===== src/rtl/bus_ep_pkg.sv =====
// Shared constants and helpers for the bus endpoint: packet ID field layout.
package bus_ep_pkg;

   localparam int ID_W = 8;
   localparam logic [ID_W-1:0] BCAST_ID = 8'hFF;

   // Widest packet the ID helper accepts; callers zero-extend narrower packets.
   localparam int PKT_W_MAX = 256;

   // Destination ID lives in the top ID_W bits of a pkt_w-wide packet.
   function automatic logic [ID_W-1:0] pkt_id(input logic [PKT_W_MAX-1:0] pkt,
                                              input int pkt_w);
      return pkt[pkt_w-1 -: ID_W];
   endfunction

endpackage


===== src/rtl/sync_fifo_fwft.sv =====
// First-word-fall-through synchronous FIFO with registered full/empty flags.
// A read on a full FIFO frees the slot for a same-cycle write; a read on an
// empty FIFO is ignored, so a same-cycle write still lands.
module sync_fifo_fwft #(
   parameter int width = 16,
   parameter int depth = 16
) (
   input  logic                     clk,
   input  logic                     reset,
   input  logic                     wr,
   input  logic [width-1:0]         din,
   input  logic                     rd,
   output logic [width-1:0]         dout,
   output logic                     full,
   output logic                     empty,
   output logic [$clog2(depth):0]   count
);
   import bus_ep_pkg::*;

   localparam int PTR_W = $clog2(depth);
   localparam int CNT_W = PTR_W + 1;

   logic [width-1:0] mem_q [depth];
   logic [PTR_W-1:0] wr_ptr_q, wr_ptr_d;
   logic [PTR_W-1:0] rd_ptr_q, rd_ptr_d;
   logic [CNT_W-1:0] cnt_q, cnt_d;
   logic             full_q, empty_q;
   logic             do_wr, do_rd;

   // Qualify requests against current flags and compute next pointers/count.
   always_comb begin
      do_rd    = rd & ~empty_q;
      do_wr    = wr & (~full_q | rd);
      wr_ptr_d = wr_ptr_q;
      rd_ptr_d = rd_ptr_q;
      cnt_d    = cnt_q;
      if (do_wr) wr_ptr_d = wr_ptr_q + PTR_W'(1);
      if (do_rd) rd_ptr_d = rd_ptr_q + PTR_W'(1);
      if (do_wr && !do_rd) begin
         cnt_d = cnt_q + CNT_W'(1);
      end else if (!do_wr && do_rd) begin
         cnt_d = cnt_q - CNT_W'(1);
      end
   end

   // Pointer, count and flag registers; flags derive from next count so they
   // are registered with no input-to-flag combinational path.
   always_ff @(posedge clk) begin
      if (reset) begin
         wr_ptr_q <= '0;
         rd_ptr_q <= '0;
         cnt_q    <= '0;
         full_q   <= 1'b0;
         empty_q  <= 1'b1;
      end else begin
         wr_ptr_q <= wr_ptr_d;
         rd_ptr_q <= rd_ptr_d;
         cnt_q    <= cnt_d;
         full_q   <= (cnt_d == CNT_W'(depth));
         empty_q  <= (cnt_d == '0);
      end
   end

   // Storage array; contents are intentionally not cleared by reset.
   always_ff @(posedge clk) begin
      if (!reset && do_wr) begin
         mem_q[wr_ptr_q] <= din;
      end
   end

   assign dout  = mem_q[rd_ptr_q];
   assign full  = full_q;
   assign empty = empty_q;
   assign count = cnt_q;

endmodule


===== src/rtl/drvr_fifo_endpoint.sv =====
// Per-port bus endpoint: TX queue drained by the bus via pndng/pop/D_pop and
// RX queue filled via push/D_push. RX filters by destination ID (own ID or
// broadcast) and counts words lost to a full RX queue.
module drvr_fifo_endpoint #(
   parameter int         width = 16,
   parameter int         depth = 16,
   parameter logic [7:0] my_id = 8'd0
) (
   input  logic             clk,
   input  logic             reset,
   output logic             pndng,
   output logic [width-1:0] D_pop,
   input  logic             pop,
   input  logic             push,
   input  logic [width-1:0] D_push,
   input  logic             wr_en,
   input  logic [width-1:0] wr_data,
   output logic             tx_full,
   input  logic             rd_en,
   output logic [width-1:0] rd_data,
   output logic             rx_empty,
   output logic [15:0]      drop_cnt,
   output logic             tx_err
);
   import bus_ep_pkg::*;

   localparam int CNT_W = $clog2(depth) + 1;

   logic             tx_empty;
   logic             rx_full;
   logic [CNT_W-1:0] tx_count, rx_count;
   logic [ID_W-1:0]  push_id;
   logic             rx_accept, rx_drop;
   logic             tx_err_q, tx_err_d;
   logic [15:0]      drop_cnt_q, drop_cnt_d;
   logic             unused_cnt;

   sync_fifo_fwft #(.width(width), .depth(depth)) u_tx_fifo (
      .clk   (clk),
      .reset (reset),
      .wr    (wr_en),
      .din   (wr_data),
      .rd    (pop),
      .dout  (D_pop),
      .full  (tx_full),
      .empty (tx_empty),
      .count (tx_count)
   );

   sync_fifo_fwft #(.width(width), .depth(depth)) u_rx_fifo (
      .clk   (clk),
      .reset (reset),
      .wr    (rx_accept),
      .din   (D_push),
      .rd    (rd_en),
      .dout  (rd_data),
      .full  (rx_full),
      .empty (rx_empty),
      .count (rx_count)
   );

   // Occupancy counts are kept for debug visibility only.
   assign unused_cnt = ^{tx_count, rx_count};

   assign pndng = ~tx_empty;

   // ID filter and drop/error next-state; a full RX with rd_en still accepts.
   always_comb begin
      push_id    = pkt_id(PKT_W_MAX'(D_push), width);
      rx_accept  = push & ((push_id == my_id) | (push_id == BCAST_ID));
      rx_drop    = rx_accept & rx_full & ~rd_en;
      drop_cnt_d = drop_cnt_q;
      if (rx_drop && (drop_cnt_q != 16'hFFFF)) begin
         drop_cnt_d = drop_cnt_q + 16'd1;
      end
      tx_err_d   = (wr_en & tx_full & ~pop) | (pop & tx_empty);
   end

   // Registered drop counter and single-cycle TX error pulse.
   always_ff @(posedge clk) begin
      if (reset) begin
         drop_cnt_q <= '0;
         tx_err_q   <= 1'b0;
      end else begin
         drop_cnt_q <= drop_cnt_d;
         tx_err_q   <= tx_err_d;
      end
   end

   assign drop_cnt = drop_cnt_q;
   assign tx_err   = tx_err_q;

endmodule


===== config.mk =====
export PLATFORM = sky130hd
export DESIGN_NAME = drvr_fifo_endpoint
export DESIGN_NICKNAME = d
export VERILOG_FILES = /design/src/rtl/bus_ep_pkg.sv /design/src/rtl/sync_fifo_fwft.sv /design/src/rtl/drvr_fifo_endpoint.sv
export SDC_FILE = /design/constraint.sdc
export NUM_CORES = 1
export LEC_CHECK = 0
export ABC_AREA = 1
export BUFFER_PORTS_ARGS = -buffer_cell sky130_fd_sc_hd__clkbuf_2
export CAP_MARGIN = 30
export CORE_MARGIN = 5
export CORE_UTILIZATION = 35
export CTS_CLUSTER_DIAMETER = 80
export CTS_CLUSTER_SIZE = 25
export DETAILED_ROUTE_END_ITERATION = 6
export PLACE_DENSITY = 0.59
export SLEW_MARGIN = 10
export SYNTH_ARGS = -nofsm -noshare
export SYNTH_HDL_FRONTEND = slang
export SYNTH_SLANG_ARGS = --single-unit

===== constraint.sdc =====
create_clock -name clk -period 4.6 [get_ports clk]
set_input_delay 0.69 -clock clk [delete_from_list [all_inputs] [get_ports clk]]
set_output_delay 0.69 -clock clk [all_outputs]
set_load 0.01 [all_outputs]

# Word-level counts from Yosys, hierarchy flattened

Memories as Yosys holds them, arrays and structs flattened. A register that Yosys moved wholly into a read port is not among the register bits.
Cells that the tools add are included.

Flip-flop bits (word level): 47
Memory bits (writable): 512
Output and inout bits: 52
Logic and storage cells: 74
Memories: 2

$add $sub $neg: 9
Equality and inequality tests: 4
Multiplexer cells: 12
Bitwise operators: 20
Reductions and logical operators: 15

Memories:

| memory          | words | bits a word | rd ports | clocked after Yosys merged registers in | write ports | RTL line             | source |
|---|---|---|---|---|---|---|---|
| u_rx_fifo.mem_q | 16    | 16          | 1        | 1                                       | 1           | sync_fifo_fwft.sv:23 | `logic [width-1:0] mem_q [depth];` |
| u_tx_fifo.mem_q | 16    | 16          | 1        | 1                                       | 1           | sync_fifo_fwft.sv:23 |  |

Operator list:

| kind                  | number |
|---|---|
| $mux 5                | 4 |
| $add 16x1->16 const B | 1 |
| $add 4x1->4 const B   | 4 |
| $mux 4                | 4 |
| $ne 16x16->1 const B  | 1 |
| $add 5x1->5 const B   | 2 |
| $and 1x1->1           | 10 |
| $eq 5x5->1 const B    | 2 |
| $logic_not 5->1       | 2 |
| $sub 5x1->5 const B   | 2 |
| $eq 8x8->1 const B    | 1 |
| $logic_not 8->1       | 1 |
| $logic_and 1x1->1     | 7 |
| $not 1->1             | 6 |
| $logic_not 1->1       | 5 |
| $mux 1                | 4 |
| $or 1x1->1            | 4 |

# Longest topological paths before layout

Depth after elaboration: 9
Gate-level depth with buffers: 13
Depth with buffers taken out: 13

# By module

A second synthesis with hierarchy kept.

Cells, all modules: 1907
Area, all modules: 23104.7 µm²

Modules (own cells, without submodules):

| module                      | times used | cells an instance | area each (µm²) |
|---|---|---|---|
| sync_fifo_fwft at u_rx_fifo | 1          | 898               | 11051.8 |
| sync_fifo_fwft at u_tx_fifo | 1          | 830               | 10899.2 |
| drvr_fifo_endpoint          | 1          | 179               | 1153.6 |

# Worst setup path after synthesis

No wires, ideal clock.

Path type: input to register
Start point: input port D_push[15]
End point: memory u_rx_fifo.mem_q[11][0], enable pin
Library setup time: 409 ps
Data arrival time: 2516 ps
Required time: 4191 ps
Path slack: 1674 ps
Stages on the path: 7
Path buffers: 0
Cells stage by stage: nor2_1 nand2_1 o21ai_2 nand3_1 inv_1 nand3_1 nor3_1

Word-level cells in the longest chain between the ends: 7

RTL lines:

| element                                       | RTL line                 | source |
|---|---|---|
| from (decl)                                   | drvr_fifo_endpoint.sv:15 | `input logic [width-1:0] D_push,` |
| $eq 8x8->1 or $logic_not 8->1 (tied branches) | drvr_fifo_endpoint.sv:70 | `rx_accept = push & ((push_id == my_id) \| (push_id == BCAST_ID));` |
| $or 1x1->1 (*)                                | drvr_fifo_endpoint.sv:70 |  |
| $and 1x1->1 (*)                               | drvr_fifo_endpoint.sv:70 |  |
| $and 1x1->1 (*)                               | sync_fifo_fwft.sv:33     | `do_wr = wr & (~full_q \| rd);` |
| $logic_and 1x1->1 (*)                         | sync_fifo_fwft.sv:66     | `if (!reset && do_wr) begin` |
| $mux 1 (*)                                    | sync_fifo_fwft.sv:66     |  |
| $mux 1 (not written as such) (*)              | sync_fifo_fwft.sv:67     | `mem_q[wr_ptr_q] <= din;` |
| to (decl)                                     | sync_fifo_fwft.sv:23     |  |

Every way passes the cells marked *; elsewhere a longest branch is shown, timed or not.

==> results.sh <==
export IMPL_status="complete, no violations"
export IMPL_end_kind="output pin"
export IMPL_syn_cell_area_sq_um=23200
export IMPL_reg2reg_from="u_tx_fifo.full$_SDFF_PP0_"
export IMPL_placeableCoreArea_sq_um=65600
export IMPL_gp_congestion=0.773
export IMPL_final_period_minus_worst_setup_slack_ns=3.42
export IMPL_die_w_microns=267
export IMPL_ctsLongestPathBuffers=3
export IMPL_std_cell_rows=94
export IMPL_via_per_inst=5.05
export IMPL_port_buffers=89
export IMPL_max_vdd_ir_drop_v=0.000307
export IMPL_synth_sequential_area_ratio=0.712
export IMPL_worst_hold_path_num_cells=3
export IMPL_post_cts_setup_driven_buffer_insertion_count=0
export IMPL_critical_path_max_fanout=68
export IMPL_start_util=0.353
export IMPL_p_int_mw=7.58
export IMPL_timing_setup_critical_path_class="reg -> out"
export IMPL_final_common_cell="edfxtp_1"
export IMPL_slew_violations=0
export IMPL_placed_cells=2658
export IMPL_detailedPlacementHpwl_microns=30800
export IMPL_postRouteWirelength_microns=51500
export IMPL_grt_first_pass_wirelength_microns=79100
export IMPL_clkPwrFrac=0.284
export IMPL_timing_final_setup_violations=0
export IMPL_cts_tree="yes"
export IMPL_synth_compound_area_share=0.116
export IMPL_ioPinCount=90
export IMPL_netSwitchingPower_mw=2.73
export IMPL_synth_net_count=1808
export IMPL_layout_cells_most_common_list="edfxtp_1, inv_1, o21ai_0, a21oi_1, o211ai_1"
export IMPL_die_h_microns=267
export IMPL_tritoncts_num_sinks=567
export IMPL_cts_root_buf="clkbuf_16"
export IMPL_antenna_found_initial=1
export IMPL_crit_arrival_ns=2.73
export IMPL_max_clock_freq_mhz=292
export IMPL_final_instance_count_excl_fillers=2709
export IMPL_finish_instance_area_sq_um=25800
export IMPL_grt_max_degree=105
export IMPL_detail_route_wl_per_cell_microns=19.0
export IMPL_power_leakage_nw=8.51
export IMPL_grt_pass1_vias=13376
export IMPL_main_combinational_cell_family_by_area_after_synthesis="compound AO/OA/AOI/OAI gates"
export IMPL_post_synth_and_or_nand_nor_area_fraction=0.0552
export IMPL_dr_total_vias=13679
export IMPL_synth_distinct_cells=37
export IMPL_globalRouteOverflowTotal=0
export IMPL_timing_worst_slew_pin_value_ns=0.937
export IMPL_worst_r2r_path_depth=6
export IMPL_worst_skew_pair_late_latency_ns=0.60
export IMPL_globalRouteTotalUtil=0.141
export IMPL_cts_buffers_inserted=29
export IMPL_drv_max_cap_violation_count=0
export IMPL_clock_tree_htree_level_count=1
export IMPL_drt_pass1_iterations=5
export IMPL_detailed_place_area_sq_um=24800
export IMPL_num_nets_final=1880
export IMPL_post_route_worst_setup_slack_ns=1.18
export IMPL_hp_start="pop"
export IMPL_final_routed_drc_violation_total=0
export IMPL_areaGrowthSynthToFinish_pct=11.3
export IMPL_netlist_instances=1755
export IMPL_worstSetupStartpointType="flop"
export IMPL_layout_drive_gt1_share=0.129
export IMPL_synth_xor_area_frac=0.00643
export IMPL_syn_avg_cell_area_sq_um=13.2
export IMPL_yosys_warnings=0
export IMPL_fin_worst_skew_ns=0.0385
export IMPL_synthAdderAreaFrac=0.00811
export IMPL_power_frac_seq=0.560
export IMPL_power_per_cell_area_nw_per_um2=400
export IMPL_timing_final_crit_share=0.744
export IMPL_postRouteAntennaNets=0
export IMPL_floorplan_die_area_sq_um=71400
export IMPL_ys_seq_elements=567
export IMPL_mux_share_of_post_synthesis_cell_area=0.0553
export IMPL_setup_repair_after_global_routing_missed_its_margin="no"
export IMPL_min_delay_path_class="in -> reg"
export IMPL_cts_resized=0
export IMPL_max_slew_margin_rel=0.372
export IMPL_detail_route_iter0_violations=819
export IMPL_worstHoldEndpoint="tx_err$_SDFF_PP0_"
export IMPL_cts_clk_slew_worst_paths_ns=0.09
export IMPL_critical_register_to_register_path_endpoint="u_tx_fifo.mem_q[2][12]$_DFFE_PP_"
export IMPL_r2r_setup_slack_ns=2.53
export IMPL_power_switching_fraction=0.264
export IMPL_power_combinational_fraction=0.156
export IMPL_worstPathRequired_ns=3.91
export IMPL_hold_viol_final=0
export IMPL_postCtsHoldBufs=0
export IMPL_fin_tns_setup_ns=0
export IMPL_post_place_ws_ns=1.39
-- cell usage after synthesis --
cell type / instances / area, sq um
nor4_1: 3 / 18.8
nand3_1: 61 / 305
buf_12: 1 / 20.0
nor2_1: 70 / 263
mux2i_1: 128 / 1280
nand2_1: 114 / 428
o211ai_1: 129 / 968
clkbuf_4: 3 / 22.5
buf_4: 3 / 22.5
buf_6: 1 / 11.3
clkinv_1: 1 / 3.75
nor3b_1: 1 / 7.51
a21oi_2: 8 / 70.1
a2111oi_0: 1 / 8.76
a22oi_1: 1 / 7.51
o21ai_1: 1 / 5.00
nand4_1: 8 / 50.1
dfxtp_1: 55 / 1100
xor2_1: 13 / 114
buf_2: 15 / 75.1
nor3_1: 22 / 110
edfxtp_1: 512 / 15400
nand2_2: 7 / 43.8
o21ai_0: 172 / 861
nand2_4: 1 / 11.3
nor4_4: 1 / 21.3
xnor2_1: 4 / 35.0
clkbuf_1: 63 / 236
nand4_2: 1 / 12.5
inv_1: 174 / 653
ha_1: 15 / 188
buf_1: 8 / 30.0
o21ai_2: 1 / 8.76
inv_2: 4 / 15.0
nor2_2: 1 / 6.26
a21oi_1: 151 / 756
inv_4: 1 / 6.26
-- final cells by class --
cell class	instances	area, sq um
fillers	6143	39900
flip-flops and latches	567	16500
multi-input cells	914	5670
well taps	864	1080
repair buffers	135	927
clock buffers	37	756
inverters	180	678
clock inverters	11	163
diodes	1	2.50
-- routing by layer --
| metal | global-route usage | share of wire | routed length (microns) | vias to the layer above |
|---|---|---|---|---|
| met3 | 0.0175 | 0.045 | 2320 | 45 |
| met2 | 0.247 | 0.50 | 25600 | 293 |
| met5 | 0 | 0 | 0 | - |
| met1 | 0.193 | 0.44 | 22900 | 6794 |
| li1 | - | - | - | 6547 |
| met4 | 0.0217 | 0.013 | 671 | 0 |
-- state kept, by name, summed over array words and instances (netlist names), 4 cells and up, named ones only --
name	cells
u_rx_fifo.mem_q	256
u_tx_fifo.mem_q	256
drop_cnt	16
u_rx_fifo.count	5
u_tx_fifo.count	5
u_rx_fifo.rd_ptr_q	4
u_rx_fifo.wr_ptr_q	4
u_tx_fifo.rd_ptr_q	4
u_tx_fifo.wr_ptr_q	4
-- critical path: stages, from the launching register on --
cell	delay [ns]
dfxtp_4	0.93
buf_12	0.40
mux2i_1	0.22
o211ai_1	0.10
o211ai_1	0.20
nand2_1	0.13
clkbuf_2	0.15
-- how the worst max path moves through the flow --
stage | slack, ns | startpoint | to
2_1_floorplan | 1.67 | D_push[15] | u_rx_fifo.mem_q[11][0]$_DFFE_PP_
3_3_place_gp | 1.43 | D_push[13] | u_rx_fifo.mem_q[5][7]$_DFFE_PP_
3_5_place_dp | 1.39 | D_push[13] | u_rx_fifo.mem_q[5][4]$_DFFE_PP_
4_1_cts | 1.11 | flop | D_pop[2]
5_1_grt | 0.93 | flop | D_pop[11]
6_report | 1.18 | flop | D_pop[2]
-- stage by stage --
stage               utilization  power, mW  hold WS (ns)
finish                    0.393       10.3         0.398
global route              0.393       10.8         0.422
CTS                       0.392       10.4         0.366
detailed placement        0.378       7.52         0.434
global placement          0.376       7.49         0.427
floorplan                     -       7.00         0.412
-- logic make-up after synthesis --
family	count (synthesis)
flops	567
compound gates	464
simple gates	290
buf+inv	274
mux	128
xor+xnor	17
fa+ha+maj	15
-- power groups by stage --
stage	Clock [mW]	Sequential, mW	Combinational (mW)
5_1_grt	3.23	5.79	1.79
2_1_floorplan	0	5.82	1.18
3_5_place_dp	0	5.90	1.62
4_1_cts	3.02	5.78	1.63
3_3_place_gp	0	5.89	1.59
6_report	2.93	5.78	1.61
Power figures use the tool's default switching activity.
